$ cat src/rtl/host_mem_bridge.sv
// Host-side initiator for a byte-addressed memory. Packs a byte stream into masked,
// aligned words for the write port and unpacks words from the async read port into a byte stream.

module host_mem_bridge_lane (
    input  logic       clk,
    input  logic       reset,
    input  logic       clr,
    input  logic       we,
    input  logic [7:0] din,
    output logic [7:0] q,
    output logic       m
);
    always_ff @(posedge clk) begin
        if (reset || clr) begin
            q <= 8'h00;
            m <= 1'b0;
        end else if (we) begin
            q <= din;
            m <= 1'b1;
        end
    end
endmodule

module host_mem_bridge #(
    parameter int NUM_BYTES  = (1 << 21),
    parameter int DATA_WIDTH = 64,
    parameter int LEN_WIDTH  = 16,
    localparam int ADDR_WIDTH = $clog2(NUM_BYTES),
    localparam int LANES      = DATA_WIDTH / 8,
    localparam int MASK_WIDTH = LANES
) (
    input  logic                  clk,
    input  logic                  reset,
    input  logic                  cmd_valid,
    output logic                  cmd_ready,
    input  logic                  cmd_write,
    input  logic [ADDR_WIDTH-1:0] cmd_addr,
    input  logic [LEN_WIDTH-1:0]  cmd_len,
    input  logic                  wb_valid,
    output logic                  wb_ready,
    input  logic [7:0]            wb_data,
    output logic                  rb_valid,
    input  logic                  rb_ready,
    output logic [7:0]            rb_data,
    output logic                  done,
    output logic [ADDR_WIDTH-1:0] hw_addr,
    output logic [DATA_WIDTH-1:0] hw_data,
    output logic [MASK_WIDTH-1:0] hw_mask,
    output logic                  hw_en,
    output logic [ADDR_WIDTH-1:0] hr_addr,
    input  logic [DATA_WIDTH-1:0] hr_data
);
    localparam int LB = $clog2(LANES);

    typedef enum logic [1:0] {IDLE, WR_FILL, WR_FLUSH, RD_SEND} state_t;

    state_t                  state, state_nxt;
    logic [ADDR_WIDTH-1:0]   base;
    logic [LB-1:0]           lane;
    logic [LEN_WIDTH-1:0]    rem;
    logic [LANES-1:0][7:0]   wbuf;
    logic [LANES-1:0]        wmask;
    logic [LANES-1:0][7:0]   rd_word;
    logic                    cmd_fire, wb_fire, rb_fire, flush, last_lane;

    assign cmd_fire  = cmd_valid && cmd_ready;
    assign wb_fire   = wb_valid && wb_ready;
    assign rb_fire   = rb_valid && rb_ready;
    assign flush     = (state == WR_FLUSH);
    assign last_lane = (lane == LB'(LANES - 1));
    assign rd_word   = hr_data;
    assign hr_addr   = base;
    assign rb_data   = (state == RD_SEND) ? rd_word[lane] : 8'h00;

    // Byte buffer and byte mask, one slice per lane; cleared when the word is issued.
    for (genvar g = 0; g < LANES; g++) begin : g_lane
        host_mem_bridge_lane u_lane (
            .clk   (clk),
            .reset (reset),
            .clr   (flush),
            .we    (wb_fire && (lane == LB'(g))),
            .din   (wb_data),
            .q     (wbuf[g]),
            .m     (wmask[g])
        );
    end

    always_ff @(posedge clk) begin
        if (reset) state <= IDLE;
        else       state <= state_nxt;
    end

    always_comb begin
        state_nxt = state;
        cmd_ready = 1'b0;
        wb_ready  = 1'b0;
        rb_valid  = 1'b0;
        case (state)
            IDLE: begin
                cmd_ready = 1'b1;
                if (cmd_valid && (cmd_len != '0))
                    state_nxt = cmd_write ? WR_FILL : RD_SEND;
            end
            WR_FILL: begin
                wb_ready = 1'b1;
                if (wb_valid && (last_lane || (rem == LEN_WIDTH'(1))))
                    state_nxt = WR_FLUSH;
            end
            WR_FLUSH: state_nxt = (rem == '0) ? IDLE : WR_FILL;
            RD_SEND: begin
                rb_valid = 1'b1;
                if (rb_ready && (rem == LEN_WIDTH'(1)))
                    state_nxt = IDLE;
            end
            default: state_nxt = IDLE;
        endcase
    end

    always_ff @(posedge clk) begin
        if (reset) begin
            base    <= '0;
            lane    <= '0;
            rem     <= '0;
            done    <= 1'b0;
            hw_en   <= 1'b0;
            hw_addr <= '0;
            hw_data <= '0;
            hw_mask <= '0;
        end else begin
            done  <= 1'b0;
            hw_en <= 1'b0;
            case (state)
                IDLE: if (cmd_fire) begin
                    base <= {cmd_addr[ADDR_WIDTH-1:LB], {LB{1'b0}}};
                    lane <= cmd_addr[LB-1:0];
                    rem  <= cmd_len;
                    if (cmd_len == '0) done <= 1'b1;
                end
                WR_FILL: if (wb_fire) begin
                    lane <= lane + LB'(1);
                    rem  <= rem - LEN_WIDTH'(1);
                end
                WR_FLUSH: begin
                    // done lands in the same cycle as the final hw_en
                    hw_en   <= 1'b1;
                    hw_addr <= base;
                    hw_data <= wbuf;
                    hw_mask <= wmask;
                    base    <= base + ADDR_WIDTH'(LANES);
                    lane    <= '0;
                    if (rem == '0) done <= 1'b1;
                end
                RD_SEND: if (rb_fire) begin
                    lane <= lane + LB'(1);
                    rem  <= rem - LEN_WIDTH'(1);
                    if (last_lane) base <= base + ADDR_WIDTH'(LANES);
                    if (rem == LEN_WIDTH'(1)) done <= 1'b1;
                end
                default: ;
            endcase
        end
    end
endmodule

$ cat config.mk
export PLATFORM = sky130hd
export DESIGN_NAME = host_mem_bridge
export DESIGN_NICKNAME = d
export VERILOG_FILES = /design/src/rtl/host_mem_bridge.sv
export SDC_FILE = /design/constraint.sdc
export NUM_CORES = 1
export LEC_CHECK = 0
export ABC_AREA = 1
export BUFFER_PORTS_ARGS = -buffer_cell sky130_fd_sc_hd__buf_4
export CORE_MARGIN = 1
export CORE_UTILIZATION = 53
export DETAILED_ROUTE_END_ITERATION = 10
export PLACE_DENSITY_LB_ADDON = 0.1
export SYNTH_ARGS = -nofsm -noshare
export SYNTH_HDL_FRONTEND = slang
export SYNTH_SLANG_ARGS = --single-unit
$ cat constraint.sdc
create_clock -name clk -period 2.43 [get_ports clk]
set_clock_uncertainty 0.15 [all_clocks]
set_input_delay 0.6075 -clock clk [delete_from_list [all_inputs] [get_ports clk]]
set_output_delay 0.6075 -clock clk [all_outputs]
set_load 0.01 [all_outputs]
# [Word-level counts from Yosys, hierarchy flattened]
# Index checks and enable logic that the tools add are counted.
[op_classes] reduce_logical=27 mux=31 n_eq_ne=18 n_lt_le_gt_ge=1 n_addsub=3
[op_table] cell="2-to-1 mux 21 bit" n=3
[op_table] cell="one-hot mux 21 bit (3 select lines)" n=1
[op_table] cell="2-to-1 mux 16 bit" n=3
[op_table] cell="one-hot mux 16 bit (3 select lines)" n=1
[op_table] cell="logical NOT 16 bit" n=2
[op_table] cell="binary-select mux 8 bit (select 3 bit)" n=1
[op_table] cell="adder 21 x 4 -> 21 bit (second input constant)" n=1
[op_table] cell="equality test 16 x 1 -> 1 bit (second input constant)" n=1
[op_table] cell="2-to-1 mux 8 bit" n=2
[op_table] cell="nonzero test 16 bit" n=1
[op_table] cell="subtractor 16 x 1 -> 16 bit (second input constant)" n=1
[op_table] cell="logical AND 1 bit" n=14
[op_table] cell="equality test 3 bit (second input constant)" n=4
[op_table] cell="inequality test 2 bit (second input constant)" n=6
[op_table] cell="one-hot mux 3 bit (4 select lines)" n=1
[op_table] cell="2-to-1 mux 1 bit" n=10
[op_table] cell="2-to-1 mux 3 bit" n=3
[op_table] cell="2-to-1 mux 2 bit" n=4
[op_table] cell="one-hot mux 2 bit (4 select lines)" n=1
[op_table] cell="AND reduction 4 bit" n=2
[op_table] cell="equality test 3 x 2 -> 1 bit (second input constant)" n=2
[op_table] cell="AND reduction 3 bit" n=2
[op_table] cell="nonzero test 3 bit" n=2
[op_table] cell="equality test 2 bit (second input constant)" n=2
[op_table] cell="9 further kinds" n=10
[word_totals] reg_bits=209 out_inout_bits=127

# [Logic depth before layout (Yosys ltp)]
# Gate-level depths: netlist of the first run.
[depth] depth_word=5 mapped_depth=13

# [Hierarchy]
# Synthesis of the first run repeated with hierarchy kept, for this count alone.
[unflattened] hier_cells=1419 hier_area_um2=9714.3
[modules_own_cells] mod="host_mem_bridge" area_each_um2=6621.4 cells_each=995 instances=1 seq_area_each_um2=2622.5
[modules_own_cells] mod="host_mem_bridge_lane" area_each_um2=386.6 cells_each=53 instances=8 seq_area_each_um2=180.2

# [Worst setup path after synthesis of the first run]
# No wires, ideal clock.
[synth_path] kind="register to output" start="register lane[1]" end="output port rb_data[6]" setup_slack_ns=0.224 required_time_ns=1.673 arrival_ns=1.449 path_buffers=2 path_stages_with_launch=8 path_cell_list="dfxtp_1 clkbuf_1 inv_1 buf_1 o21ai_0 o22ai_1 o21ai_0 a31oi_1"
[synth_between] elab_chain_cells=3
[synth_rtl] element="start: declaration" line="59" rtl="logic [LB-1:0] lane;"
[synth_rtl] element="start signal: assignment" line="135" rtl="lane <= cmd_addr[LB-1:0];"
[synth_rtl] element="start signal: assignment" line="140" rtl="lane <= lane + LB'(1);"
[synth_rtl] element="start signal: assignment" line="154" rtl="lane <= lane + LB'(1);"
[synth_rtl] element="binary-select mux 8 bit (select 3 bit)" line="73" rtl="assign rb_data = (state == RD_SEND) ? rd_word[lane] : 8'h00;"
[synth_rtl] element="2-to-1 mux 8 bit (not written as such)" line="73"
[synth_rtl] element="2-to-1 mux 8 bit" line="73"
[synth_rtl] element="end: declaration" line="44" rtl="output logic [7:0] rb_data,"
# No other way between the ends. The select of a mux whose other input is x is not followed.

# [Worst setup path after layout of the first run]
[layout_path] start="register lane[0]" end="output port rb_data[1]"
# The elaborated chain is that of the path after synthesis.

==> results of run 1 <==
-- worst reg2reg max path: stages, from the launching register on --
cell and delay [ns]:
dfxtp_4 0.42, buf_4 0.15, buf_16 0.13, ha_1 0.19
ha_1 0.25, a21oi_1 0.10, nor2_2 0.20, inv_4 0.15
a21oi_1 0.19, nand2_1 0.07, nand2_1 0.06, nor2_1 0.04
-- flip-flops by register name, indices dropped and copies added, names as in the netlist --
signal / flops
hw_en: 1
lane: 3
hw_mask: 8
rem: 16
done: 1
state: 2
g_lane.u_lane.q: 64
hw_addr: 18
g_lane.u_lane.m: 8
hr_addr: 18
hw_data: 64
-- kinds of logic (layout without fill, tap and decap cells) --
kind of cell,Yosys count,after routing,share of synthesized area (%)
AOI/OAI and AO/OA,288,288,19.5
xor gates and xnor gates,7,7,0.657
adders and majority gates,10,10,1.34
buffers and inverters,211,430,9.90
DFF,203,203,43.6
muxes,4,4,0.429
other,1,6,0.0402
and+or+nand+nor,513,513,24.5
-- what timing repair did --
| item | CTS | global route |
|---|---|---|
| pin swaps | 3 | 0 |
| endpoints found under the setup margin | 9 | 10 |
| resized for setup | 26 | 10 |
| gates cloned | 3 | 0 |
| buffers inserted | 5 | 2 |
| hold buffers | 0 | 0 |
-- worst paths after layout --
check                   startpoint          end  slack [ns]  cells after the start
max reg2reg                lane[0]  hr_addr[15]        0.21                     11
max                        lane[0]   rb_data[1]       -0.18                      7
min                    cmd_addr[4]   hr_addr[4]        0.24                      3
min reg2reg  g_lane[6].u_lane.q[7]  hw_data[55]        0.30                      2
-- metal layers --
layer / vias up / wire length (um) / GRT usage, %
li1: 4500 / - / -
met1: 4160 / 11400 / 36.6
met5: - / 0 / 0
met3: 47 / 1760 / 4.69
met4: 0 / 534 / 7.12
met2: 315 / 12400 / 48.7
-- layout make-up --
cell class / count / area [um2]
Fill cell: 1502 / 5160
Multi-Input combinational cell: 828 / 4380
Sequential cell: 203 / 4070
Timing Repair Buffer: 268 / 2110
Clock buffer: 31 / 604
Inverter: 121 / 463
Tap cell: 225 / 282
Clock inverter: 8 / 151
Timing Repair inverter: 2 / 15.0
-- cells in the final DEF (no fill, tap or decap), types with 22 or more instances in the layout --
| cell type | netlist | final |
|---|---|---|
| buf_4 | 11 | 259 |
| nand2_1 | 163 | 163 |
| o21ai_0 | 95 | 79 |
| nand3_1 | 126 | 126 |
| inv_1 | 114 | 111 |
| nor2_1 | 191 | 191 |
| o21ai_1 | 52 | 67 |
| a21oi_1 | 52 | 52 |
| clkbuf_16 | 0 | 22 |
| dfxtp_1 | 203 | 200 |
| a211oi_1 | 22 | 22 |
| a211oi_2 | 36 | 36 |
-- per-stage QoR --
| stage | instances | TNS (ns) | power (mW) | worst slack (ns) | hold slack [ns] |
|---|---|---|---|---|---|
| 3_3_place_gp | 1637 | 0 | 6.14 | 0.263 | 0.288 |
| 4_1_cts | 1684 | -0.888 | 9.78 | -0.122 | 0.229 |
| 5_1_grt | 1686 | -1.82 | 10.3 | -0.284 | 0.255 |
| 3_5_place_dp | 1637 | 0 | 6.18 | 0.234 | 0.290 |
| 2_1_floorplan | 1242 | 0 | 5.42 | 0.224 | 0.269 |
| 6_report | 1686 | -1.16 | 9.80 | -0.177 | 0.241 |
-- where the power goes --
group | internal (mW) | switching [mW]
logic | 0.966 | 1.56
clock network | 2.16 | 1.35
registers | 3.54 | 0.223
total | 6.67 | 3.13
==> results.md, run 1 <==
* Outcome: complete, but fails checks
* Failing checks: negative setup slack
* Worst hold path type: input port to flip-flop
* Area fraction of the dominant cell type after synthesis at 43.6%
* Final Hold Viols at 0
* GRT Total Usage at between 20% and 30%
* RSZ-0062 raised after global routing: yes
* Largest fanout on the critical path at 5
* Slew Limit Fails at 0
* CTS root buf: clkbuf_16
* Syn avg cell area at roughly 7.5 um2
* CP Cell Sequence: buf_4 > clkinvlp_4 > nor2_1 > o22ai_1 > o21ai_1 > a31oi_1 > buf_4
* Die ar. at about 18000 um2
* Max-slew headroom at 62.6%
* Final-report setup violation count at 8
* Leakage at slightly above 5 nW
* Area contributors post-synth: dfxtp_1, nor2_1, nand3_1, nand2_1, o21ai_0
* Crit path max-delay family: buffers and inverters
* H-tree depth at 1
* Routed wire length per instance at around 15 um
* Synth Register Bits at about 200
* Worst-case clock buffer depth at 3
* Yosys Warn Count at 0
* FP Rows at between 40 and 50
* Core footprint at approximately 17000 um2
* Final min period at between 2 and 3 ns
* Antenna Nets Post-Route at 0
* Sequential fraction of the synthesis area at between 40% and 50%
* Buffers on Ports at ~240
* CTS buffer count at 22
* Critical path class: flip-flop to output port
* Tightest Pin Transition at around 0.56 ns
* Max stage delay on crit path at approximately 0.42 ns
* Setup slack after layout at -0.177 ns
* Final std cell area, no fill at between 10000 and 15000 um2
* CTS tree: done
* Starting density of the core at 54.1%
* Pre-antenna DRT Iters at 5
* Peak VDD IR at 0.598 mV
* Final nets at 1571
* Ys async rst share at 0%
* Synthesized netlist cell count at about 1200
* First-pass GRT wire length at between 40000 and 50000 um
* WL final at ~26000 um
* Final Util at 70.0%
* Grt ovf at 0
* Most instantiated cells after synthesis: dfxtp_1, nor2_1, nand2_1
* Buf/Inv on CP at 3
* Layout area overhead at 29.4%
* Die Y at ~130 um
* Clk sinks at about 200
* Skew-Pair Late Insertion Delay at roughly 0.50 ns
* Max Cap Viol at 0
* Post-synth top area cell: dfxtp_1
* Routability cong. at between 0.8 and 0.9
* Fmax at 384 MHz
* Via density at around 5.4
* Post-Syn Area at 9330 um2
* Starting DRC count in detailed routing at roughly 600
* Element type at the critical path end: output port
* Antenna cells at 0
* Crit share post-route at 107%
* Setup crit start kind: flip-flop
* Slowest-stage cell, CP: dfxtp_4
* Ratio of cells with drive above 1 in the final layout at between 20% and 30%
* Post-synth EDFFs at 0
* DRC at 0
* I/O pin cnt at 242
* Via count of the first global-routing pass at slightly above 8000
* Library cells used by synthesis at 38
* Largest net degree at the start of global routing at 73
* Worst EP arrival at approximately 1.9 ns
* DP Area at between 10000 and 15000 um2
* Die Wd at about 130 um
* DP Wirelength at between 15000 and 20000 um
* Power per standard cell area at 812 nW/um2
* Required @ worst endpoint at 1.67 ns
* Initial antenna violation count at 0
* Cell mode on critical path: buf_4
* Main flop type after synthesis: dfxtp_1
* Via total after detailed routing at roughly 9000
* Top-count cell post-synth: dfxtp_1
* Clock-pin transition on the worst setup and hold timing paths at about 0.06 ns
Power figures use the tool's default switching activity.
==> run 2: changes to the inputs <==
--- a/config.mk
+++ b/config.mk
@@ -6,10 +6,10 @@
 export NUM_CORES = 1
 export LEC_CHECK = 0
 export ABC_AREA = 1
-export BUFFER_PORTS_ARGS = -buffer_cell sky130_fd_sc_hd__buf_4
 export CORE_MARGIN = 1
-export CORE_UTILIZATION = 53
+export CORE_UTILIZATION = 64
 export DETAILED_ROUTE_END_ITERATION = 10
+export DONT_BUFFER_PORTS = 1
 export PLACE_DENSITY_LB_ADDON = 0.1
 export SYNTH_ARGS = -nofsm -noshare
 export SYNTH_HDL_FRONTEND = slang
==> results.md, run 2 (synthesized netlist as in run 1, its figures left out) <==
* Outcome: complete, but fails checks
* Failing checks: negative setup slack
* Met3 global-route usage at around 7.8%
* Via density at 5.88
* Via count of the first global-routing pass at between 7000 and 8000
* Required @ worst endpoint at between 1.5 and 2 ns
* CP Cell Sequence: clkinvlp_4 > buf_6 > nor2_1 > o22ai_1 > o21ai_1 > a31oi_2
* Slowest-stage cell, CP: dfxtp_4
* Max stage delay on crit path at approximately 0.40 ns
* CTS tree: done
* H-tree depth at 1
* Largest registers: g_lane.u_lane.q: 64 flops, hw_data: 64 flops
* Layout area overhead at 10.6%
* Clock-pin transition on the worst setup and hold timing paths at roughly 0.060 ns
* Worst-case clock buffer depth at 3
* Final min period at ~2.6 ns
* Critical path class: flip-flop to output port
* CTS Hold Buffers Added at 0
* FP Rows at 43
* DRC at 0
* GRT Total Usage at between 30% and 40%
* Peak VDD IR at approximately 0.67 mV
* Largest fanout on the critical path at 6
* Commonest non-fill, non-tap cell in the layout: dfxtp_1
* Via total after detailed routing at 8271
* Slew Limit Fails at 0
* Routability cong. at between 0.9 and 1
* R2r endpoint: hr_addr[10]
* Global route hottest layer: met2
* Max Cap Viol at 0
* RR Startpoint: lane[0]
* CTS buffer count at 21
* Final std cell area, no fill at 10300 um2
* Worst EP arrival at around 1.8 ns
* Reg2Reg Setup Slack at between 0.15 and 0.2 ns
* Die ar. at between 15000 and 20000 um2
* Register-to-Register Path Depth at 10
* Crit share post-route at 106%
* Antenna Nets Post-Route at 0
* Setup slack after layout at -0.137 ns
* Starting density of the core at between 60% and 70%
* DP Wirelength at 16900 um
* M2 GR Usage at between 50% and 60%
* Pre-antenna DRT Iters at 5
* Buffers on Ports at 0
* RSZ-0062 raised after global routing: yes
* Ratio of cells with drive above 1 in the final layout at 13.6%
* Die Wd at approximately 120 um
* Skew-Pair Late Insertion Delay at around 0.50 ns
* Setup_tns at -0.727 ns
* Largest net degree at the start of global routing at a little over 80
* I/O pin cnt at 242
* Max-slew headroom at between 40% and 50%
* Hold Crit Endpoint: hr_addr[19]
* Starting DRC count in detailed routing at ~650
* Grt ovf at 0
* WL final at between 20000 and 30000 um
* Most frequent cells in the layout: dfxtp_1, nor2_1, nand2_1, nand3_1, inv_1
* Final Hold Viols at 0
* Global-route met1 utilization at between 30% and 40%
* Routed wire length per instance at around 18 um
* Final-report setup violation count at 8
* Final nets at between 1000 and 1500
* Setup crit start kind: flip-flop
* Element type at the critical path end: output port
* CTS root buf: clkbuf_16
* Initial antenna violation count at 1
* Die Y at roughly 120 um
* Worst hold stages at 1
* First-pass GRT wire length at 37500 um
* Leakage at 3.90 nW
* Fmax at a little under 400 MHz
* Worst hold path type: input port to flip-flop
* Hold path startpoint: reset
* DP Area at between 9000 and 10000 um2
* Power per standard cell area at 882 nW/um2
* Core footprint at about 14000 um2
* Worst Setup Slack post-DPL at 0.171 ns
* Tightest Pin Transition at about 0.77 ns
* Clk sinks at between 200 and 250
==> run 2: cell count changes in the layout (fill, tap and decap cells not counted), sizes merged <==
cell | previous run | this run
inv | 118 | 120
diode | 0 | 1
buf | 268 | 36
clkbuf | 31 | 29
bufinv | 4 | 0
clkinvlp | 3 | 4
==> run 2: worst max-delay path, delay by kind of cell, from the launching register on <==
family	cells	cell delay, ns
AOI/OAI and AO/OA	3	0.59
DFF	1	0.40
buffers and inverters	2	0.28
and+or+nand+nor	1	0.04
==> run 2: layout make-up <==
class | instances | area (um2)
sequential | 203 | 4070
timing repair buffer | 36 | 409
timing repair inverter | 2 | 15.0
multi-input combinational | 828 | 4500
fill | 1091 | 3730
antenna | 1 | 2.50
inverter | 121 | 465
clock buffer | 29 | 586
tap | 180 | 225
clock inverter | 7 | 42.5
==> run 2: worst max-delay path by stage <==
stage / startpoint / to / cells past startpoint
after floorplan: lane[1] / rb_data[6] / 7
after global placement: state[1] / hw_mask[6] / 7
after detailed placement: state[1] / hw_mask[0] / 7
after CTS: lane[0] / rb_data[3] / 6
after global routing: lane[0] / rb_data[2] / 6
final: lane[0] / rb_data[2] / 6
==> run 2: stage by stage <==
step	util (%)	instances	hold slack, ns	total power [mW]
floorplan	-	1242	0.269	5.42
global placement	66.5	1356	0.285	5.83
detailed placement	66.5	1356	0.290	5.87
CTS	72.9	1405	0.0128	9.02
global route	73.5	1407	0.0157	9.51
finish	73.5	1407	0.0306	9.10
==> run 2: report_power, final <==
part	leakage, nW	internal (mW)	switching [mW]
combinational	1.94	0.804	1.51
clock	0.315	1.69	1.28
sequential	1.65	3.54	0.282
total	3.90	6.03	3.07
==> run 2: timing repair <==
| item | CTS | global route |
|---|---|---|
| pin swaps | 13 | 12 |
| endpoints found under the setup margin | 8 | 8 |
| gates cloned | 4 | 0 |
| buffers inserted | 9 | 1 |
| gates resized for setup | 42 | 31 |
==> run 2: routing by layer <==
layer	share of wire, %	vias to the layer above
met1	39	3759
li1	-	4030
met4	4.4	0
met3	9.1	73
met2	48	409
met5	0	-
